<file path="config.mk">
export PLATFORM = sky130hd
export DESIGN_NAME = vga_draw_arbiter
export DESIGN_NICKNAME = d
export VERILOG_FILES = /design/src/rtl/vga_draw_arbiter.sv
export SDC_FILE = /design/constraint.sdc
export NUM_CORES = 1
export LEC_CHECK = 0
export CORE_MARGIN = 1
export CORE_UTILIZATION = 35
export DETAILED_ROUTE_END_ITERATION = 6
export GPL_TIMING_DRIVEN = 0
export PLACE_DENSITY = 0.73
export SYNTH_ARGS = -nofsm -noshare
export SYNTH_HDL_FRONTEND = slang
export SYNTH_SLANG_ARGS = --single-unit
</file>
<file path="constraint.sdc">
create_clock -name clk -period 1.45 [get_ports clk]
set_input_delay 0.29 -clock clk [delete_from_list [all_inputs] [get_ports clk]]
set_output_delay 0.29 -clock clk [all_outputs]
set_load 0.03 [all_outputs]
</file>
<file path="src/rtl/vga_draw_arbiter.sv">
// Four-way draw-port arbiter in front of a VGA pixel writer: one sprite engine owns the port at a time.
// Define ARB_ROUND_ROBIN_EN for round-robin arbitration; default is fixed priority (index 0 highest).
module vga_draw_arbiter #(
    parameter logic [7:0]  X_SCREEN_PIXELS = 8'd160,
    parameter logic [6:0]  Y_SCREEN_PIXELS = 7'd120,
    parameter logic [15:0] MAX_HOLD        = 16'd2048
) (
    input  logic        clk,
    input  logic        reset,
    input  logic [3:0]  req,
    input  logic [3:0]  done,
    input  logic [3:0]  plot_in,
    input  logic [31:0] x_in,
    input  logic [27:0] y_in,
    input  logic [11:0] colour_in,
    output logic [3:0]  grant,
    output logic [7:0]  xout,
    output logic [6:0]  yout,
    output logic [2:0]  colourOut,
    output logic        drawEn,
    output logic        busy
);

    typedef enum logic [1:0] {S_IDLE, S_GRANT, S_RELEASE} state_t;

    state_t      state_q, state_d;
    logic [1:0]  winner_q, winner_d;
    logic [3:0]  grant_q, grant_d;
    logic [15:0] hold_q, hold_d;
    logic [7:0]  xout_q, xout_d;
    logic [6:0]  yout_q, yout_d;
    logic [2:0]  colour_q, colour_d;
    logic        drawen_q, drawen_d;

    logic [1:0]  pick;
    logic [7:0]  cur_x;
    logic [6:0]  cur_y;
    logic [2:0]  cur_colour;
    logic        cur_plot, cur_done, cur_req;

`ifdef ARB_ROUND_ROBIN_EN
    logic [1:0] last_q, last_d;
    logic [1:0] rr_idx;

    // Walk downward so the nearest index after last_q is assigned last and wins.
    always_comb begin
        pick   = last_q;
        rr_idx = last_q;
        for (int k = 4; k >= 1; k--) begin
            rr_idx = last_q + k[1:0];
            if (req[rr_idx]) begin
                pick = rr_idx;
            end
        end
    end
`else
    always_comb begin
        pick = 2'd0;
        for (int i = 3; i >= 0; i--) begin
            if (req[i]) begin
                pick = i[1:0];
            end
        end
    end
`endif

    // Slice out the current owner's pixel and handshake bits.
    always_comb begin
        cur_x      = '0;
        cur_y      = '0;
        cur_colour = '0;
        cur_plot   = 1'b0;
        cur_done   = 1'b0;
        cur_req    = 1'b0;
        for (int i = 0; i < 4; i++) begin
            if (winner_q == i[1:0]) begin
                cur_x      = x_in[8*i +: 8];
                cur_y      = y_in[7*i +: 7];
                cur_colour = colour_in[3*i +: 3];
                cur_plot   = plot_in[i];
                cur_done   = done[i];
                cur_req    = req[i];
            end
        end
    end

    always_comb begin
        state_d  = state_q;
        winner_d = winner_q;
        grant_d  = grant_q;
        hold_d   = hold_q;
        xout_d   = xout_q;
        yout_d   = yout_q;
        colour_d = colour_q;
        drawen_d = 1'b0;
`ifdef ARB_ROUND_ROBIN_EN
        last_d   = last_q;
`endif
        case (state_q)
            S_IDLE: begin
                grant_d = '0;
                if (|req) begin
                    winner_d = pick;
                    grant_d  = 4'b0001 << pick;
                    hold_d   = '0;
                    state_d  = S_GRANT;
`ifdef ARB_ROUND_ROBIN_EN
                    last_d   = pick;
`endif
                end
            end
            S_GRANT: begin
                // The pixel of the exit cycle is still forwarded.
                xout_d   = cur_x;
                yout_d   = cur_y;
                colour_d = cur_colour;
                drawen_d = cur_plot && (cur_x < X_SCREEN_PIXELS) && (cur_y < Y_SCREEN_PIXELS);
                hold_d   = hold_q + 16'd1;
                if (cur_done || !cur_req || (hold_q == MAX_HOLD - 16'd1)) begin
                    grant_d = '0;
                    state_d = S_RELEASE;
                end
            end
            S_RELEASE: begin
                grant_d = '0;
                state_d = S_IDLE;
            end
            default: begin
                grant_d = '0;
                state_d = S_IDLE;
            end
        endcase
    end

    always_ff @(posedge clk) begin
        if (reset) begin
            state_q  <= S_IDLE;
            winner_q <= '0;
            grant_q  <= '0;
            hold_q   <= '0;
            xout_q   <= '0;
            yout_q   <= '0;
            colour_q <= '0;
            drawen_q <= 1'b0;
`ifdef ARB_ROUND_ROBIN_EN
            last_q   <= 2'd3;
`endif
        end else begin
            state_q  <= state_d;
            winner_q <= winner_d;
            grant_q  <= grant_d;
            hold_q   <= hold_d;
            xout_q   <= xout_d;
            yout_q   <= yout_d;
            colour_q <= colour_d;
            drawen_q <= drawen_d;
`ifdef ARB_ROUND_ROBIN_EN
            last_q   <= last_d;
`endif
        end
    end

    assign grant     = grant_q;
    assign xout      = xout_q;
    assign yout      = yout_q;
    assign colourOut = colour_q;
    assign drawEn    = drawen_q;
    assign busy      = (state_q == S_GRANT);

endmodule
</file>
**Word level (Yosys, flattened, before mapping)**

Cells that the tools add are included.

- Shifts and indexed selects: 1
- Reduce and logical (&&, ||, !) cells: 13
- Order comparisons: 2
- Bitwise gates (word level): 1
- Muxes and demuxes: 36
- Eq/ne operators: 7
- Add/sub/neg operators: 1

Operators with widths:

| kind | number |
|---|---|
| $mux 8 | 4 |
| $pmux 16 s2 | 1 |
| $mux 7 | 4 |
| $add 16x1->16 const B | 1 |
| $eq 16x11->1 const B | 1 |
| $mux 16 | 1 |
| $mux 1 | 12 |
| $mux 2 | 6 |
| $mux 3 | 4 |
| $lt 8x8->1 const B | 1 |
| $mux 4 | 2 |
| $pmux 4 s2 | 1 |
| $lt 7x7->1 const B | 1 |
| $reduce_and 2->1 | 3 |
| $eq 2x1->1 const B | 2 |
| $eq 2x2->1 const B | 2 |
| $logic_not 2->1 | 2 |
| $pmux 2 s2 | 1 |
| $reduce_or 4->1 | 1 |
| $shl 1x2->4 const A | 1 |
| $logic_and 1x1->1 | 2 |
| $logic_or 1x1->1 | 2 |
| $ne 2x1->1 const B | 1 |
| $ne 2x2->1 const B | 1 |
| 4 further kinds | 4 |

- Word-level logic and storage cells: 69
- Output and inout port bits: 24
- Register bits after elaboration: 43
- Input bits: 86

**Logic depth before layout (Yosys ltp)**

- Depth in word-level cells: 10
- Gate-level depth with buffers: 6
- Mapped depth without buffers: 4

**Least setup slack after synthesis**

OpenSTA, ideal clock, no wires.

- Kind: input -> register
- Start: input req[0]
- End: register hold_q[15]
- Stages: 5
- Slack: -0.099 ns
- Required time: 1.325 ns
- Path buffers: 1
- Setup time: 0.125 ns
- Arrival time: 1.424 ns
- Cells stage by stage: or4_1 > buf_6 > o2111ai_4 > or4_1 > a21oi_1

- Cells in the longest elaborated chain, start to end: 3

RTL lines:

| item | RTL line | RTL |
|---|---|---|
| start, declared | 10 | `input logic [3:0] req,` |
| $reduce_or 4->1 | 102 | `if (\|req) begin` |
| $ne 2x2->1 (no line) | n/a |  |
| $reduce_and 2->1 (no line) | n/a |  |
| end signal, assigned | 152 | `hold_q <= hold_d;` |
| end, declared | 29 | `logic [15:0] hold_q, hold_d;` |

No other way between the ends.
A chain may end at the register's enable or synchronous reset.

**Final worst setup path**

- Start: register winner_q[0]
- End: register drawen_q, in the netlist drawEn

- Cells in the longest elaborated chain, start to end: 8
- Elaborated cells between the ends (all ways): 20
- Those cells by class: order compare (2); eq/ne (3); mux (12); reduce/logical (3)

RTL lines:

| item | RTL line | RTL |
|---|---|---|
| start, declared | 27 | `logic [1:0] winner_q, winner_d;` |
| start signal, assigned | 150 | `winner_q <= winner_d;` |
| $logic_not 2->1 | 76 | `if (winner_q == i[1:0]) begin` |
| $mux 8 (4 in a row) | 76 |  |
| $lt 8x8->1 | 117 | `drawen_d = cur_plot && (cur_x < X_SCREEN_PIXELS) && (cur_y < Y_SCREEN_PIXELS);` |
| $logic_and 1x1->1 | 117 |  |
| $logic_and 1x1->1 * | 117 |  |
| end signal, assigned | 156 | `drawen_q <= drawen_d;` |
| end, declared | 33 | `logic drawen_q, drawen_d;` |

Mark *: on every way between the ends. The rest lies on a longest branch, timed or not.

==> results.md <==
* Cell area after layout at 3951 µm²
* Worst hold path type: primary input to flop
* # setup viols final at 18
* Vias in the first global route at 2337
* DR vias/cell at 5.315
* Initial antenna violation count at 0
* Commonest non-fill, non-tap cell in the layout: clkdlybuf4s50_1
* Die Wd at 82.91 µm
* First-pass GRT wire length at 10720 µm
* WHS at 0.2809 ns
* Hold-fix buffers, CTS at 0
* Final WL at 6785 µm
* H-Tree Level Count at 2
* Final WS setup at -0.06588 ns
* Critical Path RT at 1.68 ns
* Initial DRC Count at 75
* Net Count, Synth at 331
* Port Buffers at 108
* Total grt overflow at 0
* Netlist cell types at 44
* Share of synthesized area occupied by flip-flops and latches at 37.58%
* Worst-Skew Late Latency at 0.29 ns
* Final hold viol count at 0
* Slowest CP cell: mux4_2
* Synth warnings at 0
* Static Leak at 1.407 nW
* Ratio of cells with drive above 1 in the final layout at 26.74%
* Ys flop type: dfxtp_1
* Drt drc at 0
* Die Ht at 82.91 µm
* Most used cell, CP: buf_12
* Antenna-violating nets left at 0
* Via count at 2397
* WL/cell at 15.04 µm
* Clk sinks at 43
* Core area at 6350 µm²
* Reg clk slew, reported paths at 0.08 ns
* Crit path max-delay family: multiplexers
* Crit-path max cell delay at 0.53 ns
* Top Ports at 110
* Synthesized area per cell at 9.389 µm²
* Status: finished, violations left
* Die ar. at 6873 µm²
* CP endpoint kind: flop
* # fillers at 537
* Crit Path Max Fanout at 6
* GRT Overall Usage at 19.20%
* Period minus WS final at 1.516 ns
* CP Class: flop to flop
* Number of synthesized flops with an enable pin at 0
* DRT Pass-1 Iters at 4
* Layout net count at 460
* Post-DP HPWL at 4795 µm
* Clk_skew at 0.009961 ns
* Yosys reg bits at 43
* Max Root-Sink Buffers at 2
* Synth top area share at 37.58%
* Worst EP arrival at 1.74 ns
* Yosys top cell by area: dfxtp_1
* Top post-synthesis cells by area: dfxtp_1 (38%), mux4_2 (19%), nand2_1 (8.0%), a21oi_1 (7.6%), or4_1 (2.0%)
* Largest net degree at the start of global routing at 14
* Part of the cycle the worst path needs at 104.5%
* Most frequent cells in the layout: clkdlybuf4s50_1 (80), nand2_1 (46), a21oi_1 (31), dfxtp_1 (29), dlygate4sd2_1 (23)
* Max cap viols at 0
* CP Cell Sequence: buf_8 > buf_12 > buf_12 > mux4_2 > a41oi_2
* Failing checks: setup timing
* Placed instance area at 3496 µm²
* GPL Wtd Cong at 0.7455
* Asr flop ratio synth at 0%
* Post-Syn Instances at 244
* Peak VDD IR at 0.0004186 V
* Initial Util at 36.08%
* Total CTS buffers at 5
* Syn Std Cell Area at 2291 µm²
* Final Max Slew Viols at 0
* RSZ-0062 raised after global routing: yes
* Relative slew margins at 64.60%
* Layout area overhead at 72.47%
* Area of the multi-input gates at 1510 µm²
* ANT cells at 0
* Critical Path Source Type: flop
* Fmax at 659.7 MHz
* Root Buffer: clkbuf_8
* CP bufs+invs at 3
* Register area at 883.3 µm²
* CTS tree: built
* Slew @ Worst Pin at 0.5310 ns
* Row count at 29
* Power per cell area at 779.5 nW/µm²
[path summary, 6_finish.rpt]
check                           cells after the start      endpoint  slack [ns]    startpoint
worst max-delay path                                5        drawEn       -0.07   winner_q[0]
worst min-delay path                                3      grant[2]        0.28        req[2]
worst max register to register                      5        drawEn       -0.07   winner_q[0]
worst min register to register                      2  colourOut[0]        0.46  colourOut[0]
[final cells by class]
type	count	share of cell area, %
Timing Repair Buffer	121	30.15
Sequential cell	43	22.36
Buffer	15	4.022
Clock buffer	6	1.837
Inverter	6	0.6650
Multi-Input combinational cell	181	38.22
Clock inverter	2	0.3167
Tap cell	77	2.438
[flip-flops by register name, indices dropped and copies added (netlist names)]
signal,cells
colourOut,3
drawEn,1
grant,4
hold_q,16
state_q,2
winner_q,2
xout,8
yout,7
[kinds of logic after synthesis]
family                     after synthesis  synth area share, %
muxes                                   19                18.68
DFF                                     43                37.58
buffers and inverters                   21                4.260
AOI/OAI and AO/OA                       63                18.13
and+or+nand+nor                         94                19.66
adders and majority gates                1               0.5461
xor gates and xnor gates                 3                1.147
[Yosys cell counts (2+ instances only)]
cell / n
nand2_1: 49
dfxtp_1: 43
a21oi_1: 35
mux4_2: 19
nor2_1: 10
or3_1: 7
buf_2: 6
clkbuf_1: 6
inv_1: 6
or4_1: 6
nand3_1: 5
o21ai_0: 5
o31ai_1: 5
o21ai_1: 4
nand2b_1: 3
nand2_2: 2
nand4_1: 2
nor2b_1: 2
o2111ai_1: 2
o211ai_2: 2
xnor2_1: 2
[per-stage QoR]
| stage | total power [W] | TNS (ns) | setup WS [ns] | utilization (%) | std cells |
|---|---|---|---|---|---|
| final | 0.003080 | -0.5834 | -0.06588 | 62.23 | 451 |
| after global routing | 0.003234 | -1.942 | -0.1182 | 62.23 | 451 |
| after CTS | 0.003015 | -0.3817 | -0.05192 | 60.34 | 446 |
| after detailed placement | 0.002218 | -18.81 | -0.7350 | 55.05 | 429 |
| after global placement | 0.002209 | -18.29 | -0.7306 | 55.05 | 429 |
| after floorplan | 0.001792 | -0.4895 | -0.08694 | - | 244 |
[repair_timing]
action / CTS / global route
cloned: 1 / 0
setup endpoints to repair: 67 / 36
setup buffers: 8 / 5
pin swaps: 10 / 16
gates resized for setup: 90 / 28
[where the power goes]
part           total [W]  switching, W  leakage, nW  internal [W]
Sequential       0.00129     0.0000437        0.357       0.00125
Clock           0.000749      0.000412       0.0412      0.000337
Combinational    0.00104      0.000486         1.01      0.000552
[metal layers]
| layer | routed length (µm) | part of all wire, % | global-route usage, % |
|---|---|---|---|
| met1 | 2680 | 39 | 22.71 |
| met2 | 3644 | 54 | 34.13 |
| met4 | 47 | 0.69 | 4.389 |
| met3 | 412 | 6.1 | 5.666 |
| met5 | 0 | 0 | 0 |
[worst reg2reg max path, stage by stage (launching register included)]
cell and delay (ns):
dfxtp_2 0.34, buf_8 0.14, buf_12 0.14, buf_12 0.11, mux4_2 0.53, a41oi_2 0.20
(Power assumes the default switching activity.)
==> patch 1: new RTL, same settings <==
`hold_q` no longer has a reset.
--- a/src/rtl/vga_draw_arbiter.sv
+++ b/src/rtl/vga_draw_arbiter.sv
@@ -138,5 +138,4 @@
             winner_q <= '0;
             grant_q  <= '0;
-            hold_q   <= '0;
             xout_q   <= '0;
             yout_q   <= '0;
@@ -150,5 +149,4 @@
             winner_q <= winner_d;
             grant_q  <= grant_d;
-            hold_q   <= hold_d;
             xout_q   <= xout_d;
             yout_q   <= yout_d;
@@ -161,4 +159,8 @@
     end
 
+    always_ff @(posedge clk) begin
+        hold_q <= hold_d;
+    end
+
     assign grant     = grant_q;
     assign xout      = xout_q;
Behaviour: same outputs for any inputs over 10 cycles, from zero or initial values and one cycle with reset high; that may be too few to reach the edited logic, so the function may still have changed.
==> patch 1 against the original RTL <==
The flow still finishes with violations (setup timing). Sequential cell count stayed put. Hold slack better by 0.16 ns. Wire length rose by 15%. Clock power up 3.2%. Total power increased by 37%. Sequential share of layout area is 1.6 points higher. Final area grew 8.7%. Via count fell by 0.92%. Non-clock buffer count up 24. Synthesized cell count shrank 8.6%. Area after synthesis rose by 0.82%. Worst setup slack worse by 0.17 ns. Largest power group is now combinational cells.
==> patch 1: results (changes against the original RTL) <==
- The worst-margin pin slew is 0.5842 ns (+0.05322 ns).
- The count of antenna diodes in the layout is 0 (unchanged).
- The run finished, with violations left.
- The share of flip-flops with an asynchronous set or reset after synthesis came to 0% (unchanged).
- The hold violation total from the final report is 0 (unchanged).
- hold_q holds more flip-flops than any other register.
- The data arrival at the endpoint of the critical path is 1.88 ns (+0.14 ns).
- The number of iterations in the first detailed-routing pass was 4 (unchanged).
- The HPWL after detailed placement was 5051 um (+5.3%).
- After clock tree synthesis, the clock-pin slew on the worst setup and hold paths is 0.09 ns.
- The global-route wire length before repair came to 11900 um (+11%).
- The number of maximum-capacitance constraint violations was 0 (unchanged).
- The longest individual stage delay on the worst path was 0.57 ns (+0.04 ns).
- The cell sitting at the root of the clock tree is a clkbuf_8.
- The compound-cell area share of the yosys netlist is 9.534% (-8.6 points).
- The pin count of the biggest net entering global routing was 17 (+3).
- The overall global routing resource usage is 21.90% (+2.7 points).
- The peak ir drop on the vdd network is 457.5 uV (+9.3%).
- The XOR/XNOR share of the synthesized area was 4.171% (+3.0 points).
- The flip-flop count of the largest register after layout is 16 (unchanged).
- The DRC marker count from the first detailed-route iteration came to 113 (+51%).
- Sorting the synthesized cells by area gives the leading types as dfxtp_1, edfxtp_1, mux4_2.
- The total number of vias is 2375 (-0.92%).
- The number of unique standard cell types used by synthesis came to 34 (-23%).
- The last weighted congestion value of the routability-driven placer is 0.8719 (+17%).
- The worst clock skew is 0.01261 ns (+0.002647 ns).
- The adder-cell area share of the yosys netlist is 0.5417% (-0.0044 points).
- The cell at the slowest stage of the critical path is or4_4.
- The initial antenna violation count is 0 (unchanged).
- The cell leakage power is 1.722 nW (+22%).
- The count of H-tree levels built during CTS is 2 (unchanged).
- The number of buffers added by the clock tree synthesis step is 5 (unchanged).
- The sequential element share of the synthesized area is 44.20% (+6.6 points).
- The placed cell area was 3548 sq um (+1.5%).
- The clock latency of the later-clocked register in the worst-skew pair is 0.31 ns (+0.02 ns).
- The number of warning messages in the yosys log came to 0 (unchanged).
- The maximum buffer depth of the clock tree came to 2 (unchanged).
- The internal power is 2.756 mW (+29%).
- The proportion of layout cells with a drive suffix above 1 is 32.54% (+5.8 points).
- The count of port buffers added during placement came to 108 (unchanged).
- The number of setup violations in the final report is 23 (+5).
- The slack of the critical path came to -0.2390 ns (-0.1732 ns).
- Sorting the synthesized cells by how often they occur yields nand2_1, dfxtp_1, a21oi_1.
- The number of max-slew violations in the final report was 0 (unchanged).
- The final reports fail on setup timing.
- The maximum fanout encountered on the critical timing path was 2 (-4).
- The wire length per cell after detailed routing is 17.16 um (+14%).
- The multiplexer area fraction after synthesis came to 19.93% (+1.3 points).
- The count of flip-flops with a built-in enable after synthesis is 16 (+16).
- The net count of the finished layout is 464 (+0.87%).
- The worst min-delay path category is input pin to flop.
- The number of nets in the synthesized netlist is 310 (-6.3%).
## patch 1: cell types whose count changed after synthesis, sizes merged, moves of 6 or more
cell | before | now
a21oi | 35 | 24
xnor2 | 2 | 10
nor3 | 1 | 8
o21ai | 10 | 4
edfxtp | 0 | 16
dfxtp | 43 | 27
nor2 | 10 | 18
nand2 | 51 | 41
## patch 1: logic make-up (layout without fill, tap and decap cells)
| kind of cell | count (synthesis) | in the layout |
|---|---|---|
| flops | 43 | 43 |
| fa+ha+maj | 1 | 1 |
| xor+xnor | 11 | 11 |
| simple gates | 93 | 93 |
| mux | 21 | 21 |
| compound gates | 35 | 35 |
| buf+inv | 19 | 174 |
## patch 1: final timing paths
kind                            cells past startpoint        from  slack (ns)    endpoint
worst max register to register                      5  hold_q[14]       -0.24    grant[2]
worst min register to register                      2     yout[3]        0.45     yout[3]
worst max-delay path                                5  hold_q[14]       -0.24    grant[2]
worst min-delay path                                2       reset        0.44  state_q[1]
## patch 1: power by group through the flow
stage / Clock (mW) / Sequential, mW / Combinational, mW
final: 0.773 / 1.68 / 1.76
after detailed placement: 0 / 1.69 / 1.26
after CTS: 0.772 / 1.66 / 1.55
after global routing: 0.826 / 1.70 / 1.87
after global placement: 0 / 1.67 / 1.24
after floorplan: 0 / 1.78 / 0.614
## patch 1: layer usage
| layer | routed length (um) | global-route usage, % |
|---|---|---|
| met2 | 4259 | 39.20 |
| met1 | 2911 | 25.96 |
| met3 | 489 | 5.666 |
| met4 | 149 | 5.643 |
| met5 | 0 | 0 |
## patch 1: what timing repair did
item,CTS,global route
gates resized for setup,85,39
endpoints found under the setup margin,81,56
gates cloned,2,0
setup buffers,24,15
pin swaps,20,20
## patch 1: area by class of cell
| class | instances | area [sq um] |
|---|---|---|
| flip-flops and latches | 43 | 1028 |
| inverters | 6 | 27.53 |
| clock inverters | 2 | 12.51 |
| well taps | 77 | 96.34 |
| clock buffers | 6 | 72.57 |
| repair buffers | 147 | 1419 |
| multi-input cells | 161 | 1500 |
| plain buffers | 13 | 140.1 |
| fillers | 473 | 2053 |
## patch 1: worst max-delay path, delay by kind of cell (launching register included)
kind	cells	cell delay [ns]
buf+inv	1	0.15
flops	1	0.42
compound gates	2	0.29
simple gates	2	0.70
## patch 1: stage by stage
step / std cells / power, mW / utilization [%] / setup TNS, ns / setup slack (ns)
final: 455 / 4.209 / 67.66 / -2.186 / -0.2390
after global routing: 455 / 4.395 / 67.66 / -3.727 / -0.2738
after CTS: 442 / 3.983 / 64.73 / -1.416 / -0.1882
after detailed placement: 408 / 2.941 / 55.88 / -19.81 / -0.7772
after global placement: 408 / 2.911 / 55.88 / -18.70 / -0.7537
after floorplan: 223 / 2.394 / - / -0.4970 / -0.09239
==> patch 2: new RTL, same flow settings <==
Without the edit above. `Y_SCREEN_PIXELS`: 7'd120 -> 7'd64.
--- a/src/rtl/vga_draw_arbiter.sv
+++ b/src/rtl/vga_draw_arbiter.sv
@@ -3,5 +3,5 @@
 module vga_draw_arbiter #(
     parameter logic [7:0]  X_SCREEN_PIXELS = 8'd160,
-    parameter logic [6:0]  Y_SCREEN_PIXELS = 7'd120,
+    parameter logic [6:0]  Y_SCREEN_PIXELS = 7'd64,
     parameter logic [15:0] MAX_HOLD        = 16'd2048
 ) (
Formal check against the unedited RTL: not equivalent (Yosys sat finds a counterexample within 4 cycles, from zero or initial values and one cycle with reset high).
==> patch 2 against the original RTL <==
The flow still finishes with violations (setup timing). Global-route usage down 0.48 points. Final area down 0.22%. Area after synthesis up 5.6%. Total power up 13%. Wire length up 1.6%. Via count down 1.0%. Utilization down 1.5 points. Sequential cell count unchanged. Worst setup slack better by 0.017 ns. Critical path type is now flop to output port. Largest cell class unchanged.
==> patch 2: results (changes against the original RTL) <==
- By area the synthesized netlist is led by dfxtp_1, mux4_2, mux4_1.
- The worst-margin pin slew is 0.5463 ns (+0.01531 ns).
- The flow ran to the end, but the final reports show violations.
- The DRC marker count from the first detailed-route iteration is 64 (-15%).
- The cell at the slowest stage of the critical path is dfxtp_2.
- The compound-cell area share of the yosys netlist is 16.14% (-2.0 points).
- The number of setup violations in the final report was 6 (-12).
- The global-route wire length before repair is 10610 um (-0.96%).
- The multiplexer area fraction after synthesis came to 19.35% (+0.67 points).
- The total number of vias is 2373 (-1.0%).
- The longest individual stage delay on the worst path is 0.34 ns (-0.19 ns).
- The cell leakage power is 1.504 nW (+6.9%).
- The HPWL after detailed placement is 5081 um (+6.0%).
- The adder-cell area share of the yosys netlist was 0.5173% (-0.029 points).
- The via count of the first global-routing pass is 2201 (-5.8%).
- The pin count of the biggest net entering global routing is 15 (+1).
- The cell type group with the largest total delay on the critical path is flip-flops.
- The overall global routing resource usage is 18.72% (-0.48 points).
- The XOR/XNOR share of the synthesized area is 2.535% (+1.4 points).
- The wire length per cell after detailed routing came to 15.15 um (+0.67%).
- The switching part of the total is 30.93% (+0.35 points).
- The last weighted congestion value of the routability-driven placer is 0.8041 (+7.9%).
- The maximum fanout encountered on the critical timing path came to 7 (+1).
- Counting instances in the post-synthesis netlist gives the leading cell types as dfxtp_1, nand2_1, a21oi_1.
- The proportion of layout cells with a drive suffix above 1 is 27.25% (+0.51 points).
- The slack of the critical path is -0.04874 ns (+0.01713 ns).
- The worst clock skew is 0.008724 ns (-0.001237 ns).
- The net count of the finished layout is 464 (+0.87%).
- The placed cell area came to 3597 sq um (+2.9%).
- The number of unique standard cell types used by synthesis is 51 (+16%).
- Tracing the worst setup path back leads to its startpoint at state_q[0].
- The final setup TNS is -0.1361 ns (+0.4473 ns).
- The sequential element share of the synthesized area is 35.59% (-2.0 points).
- The final reports fail on setup timing.
==> patch 2: cell count changes after synthesis, sizes merged, moves of 2 or more <==
cell | before | now
xnor2 | 2 | 0
xor2 | 1 | 7
nand3b | 1 | 7
a21oi | 35 | 28
o211ai | 3 | 5
nand3 | 5 | 2
o31ai | 5 | 1
o21ai | 10 | 12
a211oi | 0 | 2
nand2 | 51 | 43
or4 | 6 | 2
clkbuf | 6 | 10
nor2 | 10 | 13
==> patch 2: per-stage QoR <==
step,hold WS (ns),instances,worst slack [ns]
global placement,0.4412,429,-0.6143
floorplan,0.4409,244,-0.02419
global route,0.3278,455,-0.09804
detailed placement,0.4486,429,-0.6180
CTS,0.3224,443,-0.1767
finish,0.3262,455,-0.04874
==> patch 2: final cells by class <==
type	count	area [sq um]
Sequential cell	43	883.3
Buffer	16	140.1
Fill cell	544	2552
Tap cell	77	96.34
Clock inverter	3	43.79
Clock buffer	5	68.82
Inverter	7	28.78
Multi-Input combinational cell	177	1498
Timing Repair Buffer	127	1184
==> patch 2: what timing repair did <==
action                     4_1_cts  5_1_grt
pin swaps                        9       11
resized for setup               72       37
cloned                           1        0
setup endpoints to repair       65       41
buffers inserted                 7       12
==> patch 2: logic make-up (layout without fill, tap and decap cells) <==
group           Yosys count  after routing
fa+ha+maj                 1              1
buf+inv                  25            158
flops                    43             43
simple gates             90             91
compound gates           58             58
xor+xnor                  7              7
mux                      20             20
==> patch 2: worst paths after layout <==
kind               to  slack (ns)  depth (start not counted)
max              busy       -0.05                          4
min          grant[2]        0.33                          3
max reg2reg  grant[1]       -0.05                          5
min reg2reg   xout[2]        0.45                          2
==> patch 2: worst register-to-register path, cell delays in order (launching register included) <==
cell,delay (ns)
dfxtp_4,0.42
buf_8,0.14
nand2_4,0.04
o32a_4,0.19
a2111o_1,0.46
o22ai_2,0.17
==> patch 2: power by group through the flow <==
stage	sequential [mW]	clock [mW]	combinational (mW)
floorplan	1.48	0	0.473
global placement	1.34	0	1.09
detailed placement	1.35	0	1.10
CTS	1.33	0.949	1.09
global route	1.33	1.01	1.29
finish	1.32	0.941	1.20
==> patch 2: per-layer routing <==
| layer | up-vias | GRT usage, % | routed length [um] |
|---|---|---|---|
| met2 | 77 | 34.46 | 3650 |
| met3 | 8 | 4.572 | 371 |
| met5 | - | 0 | 0 |
| met4 | 0 | 3.852 | 78 |
| li1 | 1167 | - | - |
| met1 | 1121 | 22.05 | 2789 |
